**src/rtl/pll_underclock_ctrl.sv**
```systemverilog
// PLL underclock sequencer: synchronizes the mode request, then programs the PLL reconfig
// controller (MODE, K-fraction, START) with idle gaps. Define PLL_LOCK_WAIT_EN to wait for stable lock.
module pll_underclock_ctrl #(
  parameter logic [31:0] K_NATIVE    = 32'd3639383488,
  parameter logic [31:0] K_UNDER     = 32'd3262113561,
  parameter int unsigned GAP_CYCLES  = 3,
  parameter int unsigned LOCK_STABLE = 16
) (
  input  logic        clk_50m,
  input  logic        reset,
  input  logic        underclock,
  input  logic        mgmt_waitrequest,
  input  logic        locked,
  output logic        mgmt_write,
  output logic [5:0]  mgmt_address,
  output logic [31:0] mgmt_writedata,
  output logic        busy,
  output logic        core_hold,
  output logic        done,
  output logic        applied
);

  typedef enum logic [2:0] {
    S_IDLE, S_MODE, S_GAP1, S_KFRAC, S_GAP2, S_START, S_LOCK, S_DONE
  } state_e;

  localparam int GW = (GAP_CYCLES > 1) ? $clog2(GAP_CYCLES) : 1;
  localparam logic [GW-1:0] GAP_LAST = GW'(GAP_CYCLES - 1);

  state_e        state_q, state_d;
  logic          target_q, target_d;
  logic          applied_q, applied_d;
  logic [GW-1:0] gap_cnt_q, gap_cnt_d;
  logic          uc_meta_q, uc_sync_q, uc_stab_q;
  logic          req_valid;
  logic          lock_ok;

  // Two-flop synchronizer plus one extra sample so a request must be seen twice in a row.
  always_ff @(posedge clk_50m or negedge reset) begin
    if (!reset) begin
      uc_meta_q <= 1'b0;
      uc_sync_q <= 1'b0;
      uc_stab_q <= 1'b0;
    end else begin
      // NOTE: non-blocking assignments let every flop sample the pre-edge value, forming a real shift chain.
      uc_meta_q <= underclock;
      uc_sync_q <= uc_meta_q;
      uc_stab_q <= uc_sync_q;
    end
  end

  assign req_valid = (uc_sync_q == uc_stab_q) && (uc_sync_q != applied_q);

`ifdef PLL_LOCK_WAIT_EN
  localparam int LW = (LOCK_STABLE > 1) ? $clog2(LOCK_STABLE) : 1;
  localparam logic [LW-1:0] LOCK_LAST = LW'(LOCK_STABLE - 1);

  logic          lk_meta_q, lk_sync_q;
  logic [LW-1:0] lock_cnt_q, lock_cnt_d;

  always_ff @(posedge clk_50m or negedge reset) begin
    if (!reset) begin
      lk_meta_q  <= 1'b0;
      lk_sync_q  <= 1'b0;
      lock_cnt_q <= '0;
    end else begin
      lk_meta_q  <= locked;
      lk_sync_q  <= lk_meta_q;
      lock_cnt_q <= lock_cnt_d;
    end
  end

  // Any low sample restarts the stability count; the count only runs while in LOCK.
  always_comb begin
    lock_cnt_d = '0;
    lock_ok    = 1'b0;
    if (state_q == S_LOCK && lk_sync_q) begin
      if (lock_cnt_q == LOCK_LAST) lock_ok = 1'b1;
      else                         lock_cnt_d = lock_cnt_q + 1'b1;
    end
  end
`else
  logic unused_lock_cfg;
  assign unused_lock_cfg = locked ^ (LOCK_STABLE == 0);
  assign lock_ok         = 1'b1;
`endif

  always_ff @(posedge clk_50m or negedge reset) begin
    if (!reset) begin
      state_q   <= S_IDLE;
      target_q  <= 1'b0;
      applied_q <= 1'b0;
      gap_cnt_q <= '0;
    end else begin
      state_q   <= state_d;
      target_q  <= target_d;
      applied_q <= applied_d;
      gap_cnt_q <= gap_cnt_d;
    end
  end

  always_comb begin
    // NOTE: every combinational output gets a default first so no path can infer a latch.
    state_d   = state_q;
    target_d  = target_q;
    applied_d = applied_q;
    gap_cnt_d = '0;
    unique case (state_q)
      S_IDLE: begin
        if (req_valid) begin
          state_d  = S_MODE;
          target_d = uc_sync_q;
        end
      end
      S_MODE:  if (!mgmt_waitrequest) state_d = S_GAP1;
      S_GAP1: begin
        if (gap_cnt_q == GAP_LAST) state_d = S_KFRAC;
        else                       gap_cnt_d = gap_cnt_q + 1'b1;
      end
      S_KFRAC: if (!mgmt_waitrequest) state_d = S_GAP2;
      S_GAP2: begin
        if (gap_cnt_q == GAP_LAST) state_d = S_START;
        else                       gap_cnt_d = gap_cnt_q + 1'b1;
      end
      S_START: if (!mgmt_waitrequest) state_d = S_LOCK;
      S_LOCK:  if (lock_ok) state_d = S_DONE;
      S_DONE: begin
        applied_d = target_q;
        state_d   = S_IDLE;
      end
      default: state_d = S_IDLE;
    endcase
  end

  // Write address/data depend only on state and the latched target, so they hold steady under stalls.
  always_comb begin
    mgmt_write     = 1'b0;
    mgmt_address   = '0;
    mgmt_writedata = '0;
    case (state_q)
      S_MODE:  mgmt_write = 1'b1;
      S_KFRAC: begin
        mgmt_write     = 1'b1;
        mgmt_address   = 6'd7;
        mgmt_writedata = target_q ? K_UNDER : K_NATIVE;
      end
      S_START: begin
        mgmt_write   = 1'b1;
        mgmt_address = 6'd2;
      end
      default: ;
    endcase
  end

  assign busy      = (state_q != S_IDLE);
  assign core_hold = busy;
  assign done      = (state_q == S_DONE);
  assign applied   = applied_q;

endmodule
```
**config.mk**
```make
export PLATFORM = sky130hd
export DESIGN_NAME = pll_underclock_ctrl
export DESIGN_NICKNAME = d
export VERILOG_FILES = /design/src/rtl/pll_underclock_ctrl.sv
export SDC_FILE = /design/constraint.sdc
export NUM_CORES = 1
export LEC_CHECK = 0
export CORE_AREA = 5 5 52 54
export DETAILED_ROUTE_END_ITERATION = 8
export DIE_AREA = 0 0 57 59
export GPL_ROUTABILITY_DRIVEN = 0
export PLACE_DENSITY = 0.78
export SETUP_SLACK_MARGIN = 0.02
export SKIP_CTS_REPAIR_TIMING = 1
export SLEW_MARGIN = 30
export SYNTH_ARGS = -nofsm -noshare
export SYNTH_HDL_FRONTEND = slang
export SYNTH_SLANG_ARGS = --single-unit
export TNS_END_PERCENT = 30
```
**constraint.sdc**
```tcl
create_clock -name clk_50m -period 3 [get_ports clk_50m]
set_clock_uncertainty 0.1 [all_clocks]
set_input_delay 0.9 -clock clk_50m [delete_from_list [all_inputs] [get_ports clk_50m]]
set_output_delay 0.9 -clock clk_50m [all_outputs]
set_load 0.03 [all_outputs]
```
* Word-level counts from Yosys, hierarchy flattened
Index checks and enable logic that the tools add are counted.
** Operators by class
- Add/sub/neg operators :: 1
- Multiply operators :: 0
- Div/mod/pow operators :: 0
- $lt $le $gt $ge :: 0
- Equality and inequality tests :: 16
- Shift-type cells :: 0
- Muxes and demuxes :: 13
- Bitwise gates (word level) :: 0
- Reduce and logical (&&, ||, !) cells :: 7
** Operators by type and width (number)
- $mux 32 :: 1
- $mux 29 :: 1
- $pmux 3 s8 :: 1
- $mux 3 :: 6
- $eq 3x3->1 const B :: 4
- $ne 2x2->1 const B :: 6
- $eq 3x2->1 const B :: 2
- $pmux 3 s2 :: 1
- $reduce_and 6->1 :: 1
- $mux 2 :: 2
- $eq 3x1->1 const B :: 1
- $logic_not 3->1 :: 1
- $reduce_bool 3->1 :: 1
- $reduce_or 3->1 :: 1
- $add 2x1->2 const B :: 1
- $eq 2x2->1 const B :: 1
- $reduce_and 2->1 :: 1
- $reduce_or 2->1 :: 1
- $eq 1x1->1 :: 1
- $logic_and 1x1->1 :: 1
- $mux 1 :: 1
- $ne 1x1->1 :: 1
** Storage, ports and cells
- Flip-flop bits (word level) :: 10
- Bits in latches :: 0
- Memory bits (writable) :: 0
- Memory bits (read-only) :: 0
- Bits of input ports :: 5
- Output and inout port bits :: 43
- Logic and storage cells :: 44
- Memories :: 0

* Depth between registers and ports, before layout
- Word-level depth :: 4
- Gate-level depth with buffers :: 6
- Depth with buffers taken out :: 6

* Worst setup path after synthesis
No wires, ideal clock.
- Path kind :: register -> output
- Start point :: register state_q[1]
- End point :: output mgmt_writedata[12]
- Arrival :: 1.517 ns
- Data required time :: 2.000 ns
- Setup slack :: 0.483 ns
- Cell stages (with the launch flop) :: 5
- Buffers on the path :: 1
- Cell sequence :: dfrtp_1 > ha_1 > nand2b_4 > nor2_1 > buf_4
** On the way
- Cells in the longest elaborated chain, start to end :: 2
** RTL lines
- start: declaration :: RTL line 30 : state_e state_q, state_d;
- start signal: assignment :: RTL line 95 : state_q <= state_d;
- $eq 3x2->1 :: RTL line 140 : case (state_q)
- $mux 32 :: RTL line 140
- end: declaration :: RTL line 16 : output logic [31:0] mgmt_writedata,
No other way between the ends.

* Final worst setup path
- Start point :: register state_q[1]
- End point :: output mgmt_write
** On the way
- Cells in the longest elaborated chain, start to end :: 3
- Elaborated cells on any way between the ends :: 5
- Those cells by class :: eq/ne (3); mux (1); reduce/logical (1)
** RTL lines
- $eq 3x2->1 (tied with other cells) :: RTL line 140
- $reduce_or 3->1 (no source line) *
- $mux 1 * :: RTL line 140
- end: declaration :: RTL line 14 : output logic mgmt_write,
Every way passes the cells marked *; elsewhere a longest branch is shown, timed or not.

==> results.cfg <==
[synth]
yosysUniqueCellTypes = 29
synthFlopType = dfrtp_1
synth_area_um2 = 833
synthCells = 85
syn_avg_cell_area_um2 = 9.80
synth_enable_flop_cells = 0
synth_warnings = 0
synth-async-reset-ratio_pct = 100
seq_area_frac_synth_pct = 30.0
synth-seq-cells = 10

[setup_path]
path_cells = ha_1, nand2b_4, or2b_1, clkdlybuf4s50_1
crit_path_end_kind = output pin
cp_max_fo = 5
r2r_cells = 5
r2r_slack_ps = 1250
r2r_end = state_q[1]
worstSetupPathType = reg2out
worst_ep_required_time_ps = 2000
cpMaxStageDelayCell = clkdlybuf4s50_1
cpPeakStageDelay_ps = 590
crit_arrival_ps = 1870
r2r-start = state_q[0]
crit_path_start_kind = flip-flop

[die]
row_count = 17
dieArea_mm2 = 0.00336
start_util_pct = 38.4
die-width_um = 57
core_mm2 = 0.00217
die_y_um = 59
ioPinCount = 48

[global_routing]
grt_pass1_wl_mm = 2.38
grt_pass1_vias = 525
grt_overflow = 0
antenna_found_initial = 0
grt_max_degree = 14
track_usage_pct = 9.07

[sta]
clock.fmax_ghz = 0.348
layout_min_cycle_time_ps = 2870
rsz0062_at_grt = no
hold_viol = 0
maxSlewViolCount = 0
holdWs_ps = 255
setup_viol = 0
fin_crit_sh_pct = 95.6

[layout]
drive_gt1_share_pct = 13.3
diodes = 0
multi_input_area_um2 = 333
n_fill_cell = 207
ff_latch_area_um2 = 250
finalNonFillerCells = 126
nets = 108
final_core_utilization_pct = 49.0
postLayoutCellArea_mm2 = 0.00106
syn_to_final_growth_pct = 27.6

[route]
drtAntennaViolNets = 0
wl_per_cell_um = 11.6
drt_iter0_markers = 8
drc = 0
vias = 536
dr.pass1.iters = 3
routed_wirelength_mm = 1.46
routed_via_density = 4.25

[placement]
dpl_cell_area_um2 = 982
hpwlAfterDp_mm = 1.21
dp_cells = 122
port_buffers = 35

[clocking]
tritoncts = done
clock-sinks = 10
clkTransAtPathRegs_ps = 70
clk_latency_ps = 260
cts_buffers = 3
cts_root_buffer = clkbuf_4
cts_max_level = 1
clk_path_buf_depth = 2

[hold_path]
hold-path-endpoint = uc_sync_q
min_path_cells = 0
hold_path_class = reg2reg
min_from = uc_meta_q

[outcome]
outcome = finished clean

[job]
maxCapViolCount = 0
## per-layer routing
| layer | part of all wire [%] | global-route usage [%] |
|---|---|---|
| met1 | 39 | 9.79 |
| met2 | 50 | 15.3 |
| met3 | 9.6 | 3.49 |
| met4 | 0.68 | 4.97 |
| met5 | 0 | 0 |
## cells by family (layout without fill, tap and decap cells)
kind of cell / count (synthesis) / in the layout / share of synthesized area (%)
AOI/OAI and AO/OA: 9 / 9 / 9.16
adders and majority gates: 4 / 4 / 6.01
buffers and inverters: 39 / 42 / 34.5
DFF: 10 / 10 / 30.0
muxes: 5 / 5 / 7.36
other: 1 / 11 / 0.450
and+or+nand+nor: 17 / 17 / 12.5
## area by class of cell
cell class | count | area share (%)
well taps | 28 | 3.29
flip-flops and latches | 10 | 23.5
repair buffers | 35 | 37.2
clock buffers | 4 | 3.41
multi-input cells | 46 | 31.3
inverters | 3 | 1.29
## cell usage after synthesis, types with 2 or more instances
| master | number | area share (%) |
|---|---|---|
| dfrtp_1 | 10 | 30 |
| ha_1 | 4 | 6.0 |
| and2_2 | 2 | 1.8 |
| nor3b_1 | 2 | 1.8 |
| nor2_1 | 2 | 0.90 |
| nand2b_1 | 3 | 2.3 |
| o21ai_0 | 2 | 1.2 |
| nand2_1 | 4 | 1.8 |
| buf_4 | 35 | 32 |
| inv_1 | 2 | 0.90 |
## critical path: cells and delay by family, from the launching register on
family / cells / cell delay (ps)
flops: 1 / 420
fa+ha+maj: 1 / 260
buf+inv: 1 / 590
simple gates: 2 / 350
## stage by stage
| stage | setup TNS, ps | setup WS, ps |
|---|---|---|
| CTS | -1460 | -117 |
| detailed placement | 0 | 183 |
| global placement | 0 | 243 |
| finish | 0 | 131 |
| floorplan | 0 | 483 |
| global route | 0 | 40.3 |
## how the worst max path moves through the flow
| stage | depth (start not counted) | slack, ps | from | endpoint |
|---|---|---|---|---|
| finish | 4 | 130 | state_q[1] | mgmt_write |
| global route | 4 | 40 | state_q[1] | mgmt_writedata[8] |
| CTS | 5 | -120 | state_q[1] | mgmt_writedata[4] |
| detailed placement | 5 | 180 | state_q[1] | mgmt_writedata[4] |
| global placement | 5 | 240 | state_q[1] | mgmt_writedata[16] |
| floorplan | 4 | 480 | state_q[1] | mgmt_writedata[12] |
## registers in the layout (all words and copies together) (netlist names)
| signal | cells |
|---|---|
| uc_meta_q | 1 |
| target_q | 1 |
| state_q | 3 |
| uc_stab_q | 1 |
| uc_sync_q | 1 |
| gap_cnt_q | 2 |
| applied | 1 |
## layout by cell type (no fill, tap or decap), drive strengths merged, types with 4 or more instances in the layout
master and instances:
dfrtp 10, ha 4, nand2b 4, nand2 4
o21ai 4, clkbuf 4, dlymetal6s2s 18, conb 11
clkdlybuf4s50 17
Power is not shown: default switching activity piles up to over one toggle a cycle in this logic, so the estimate is an artifact.
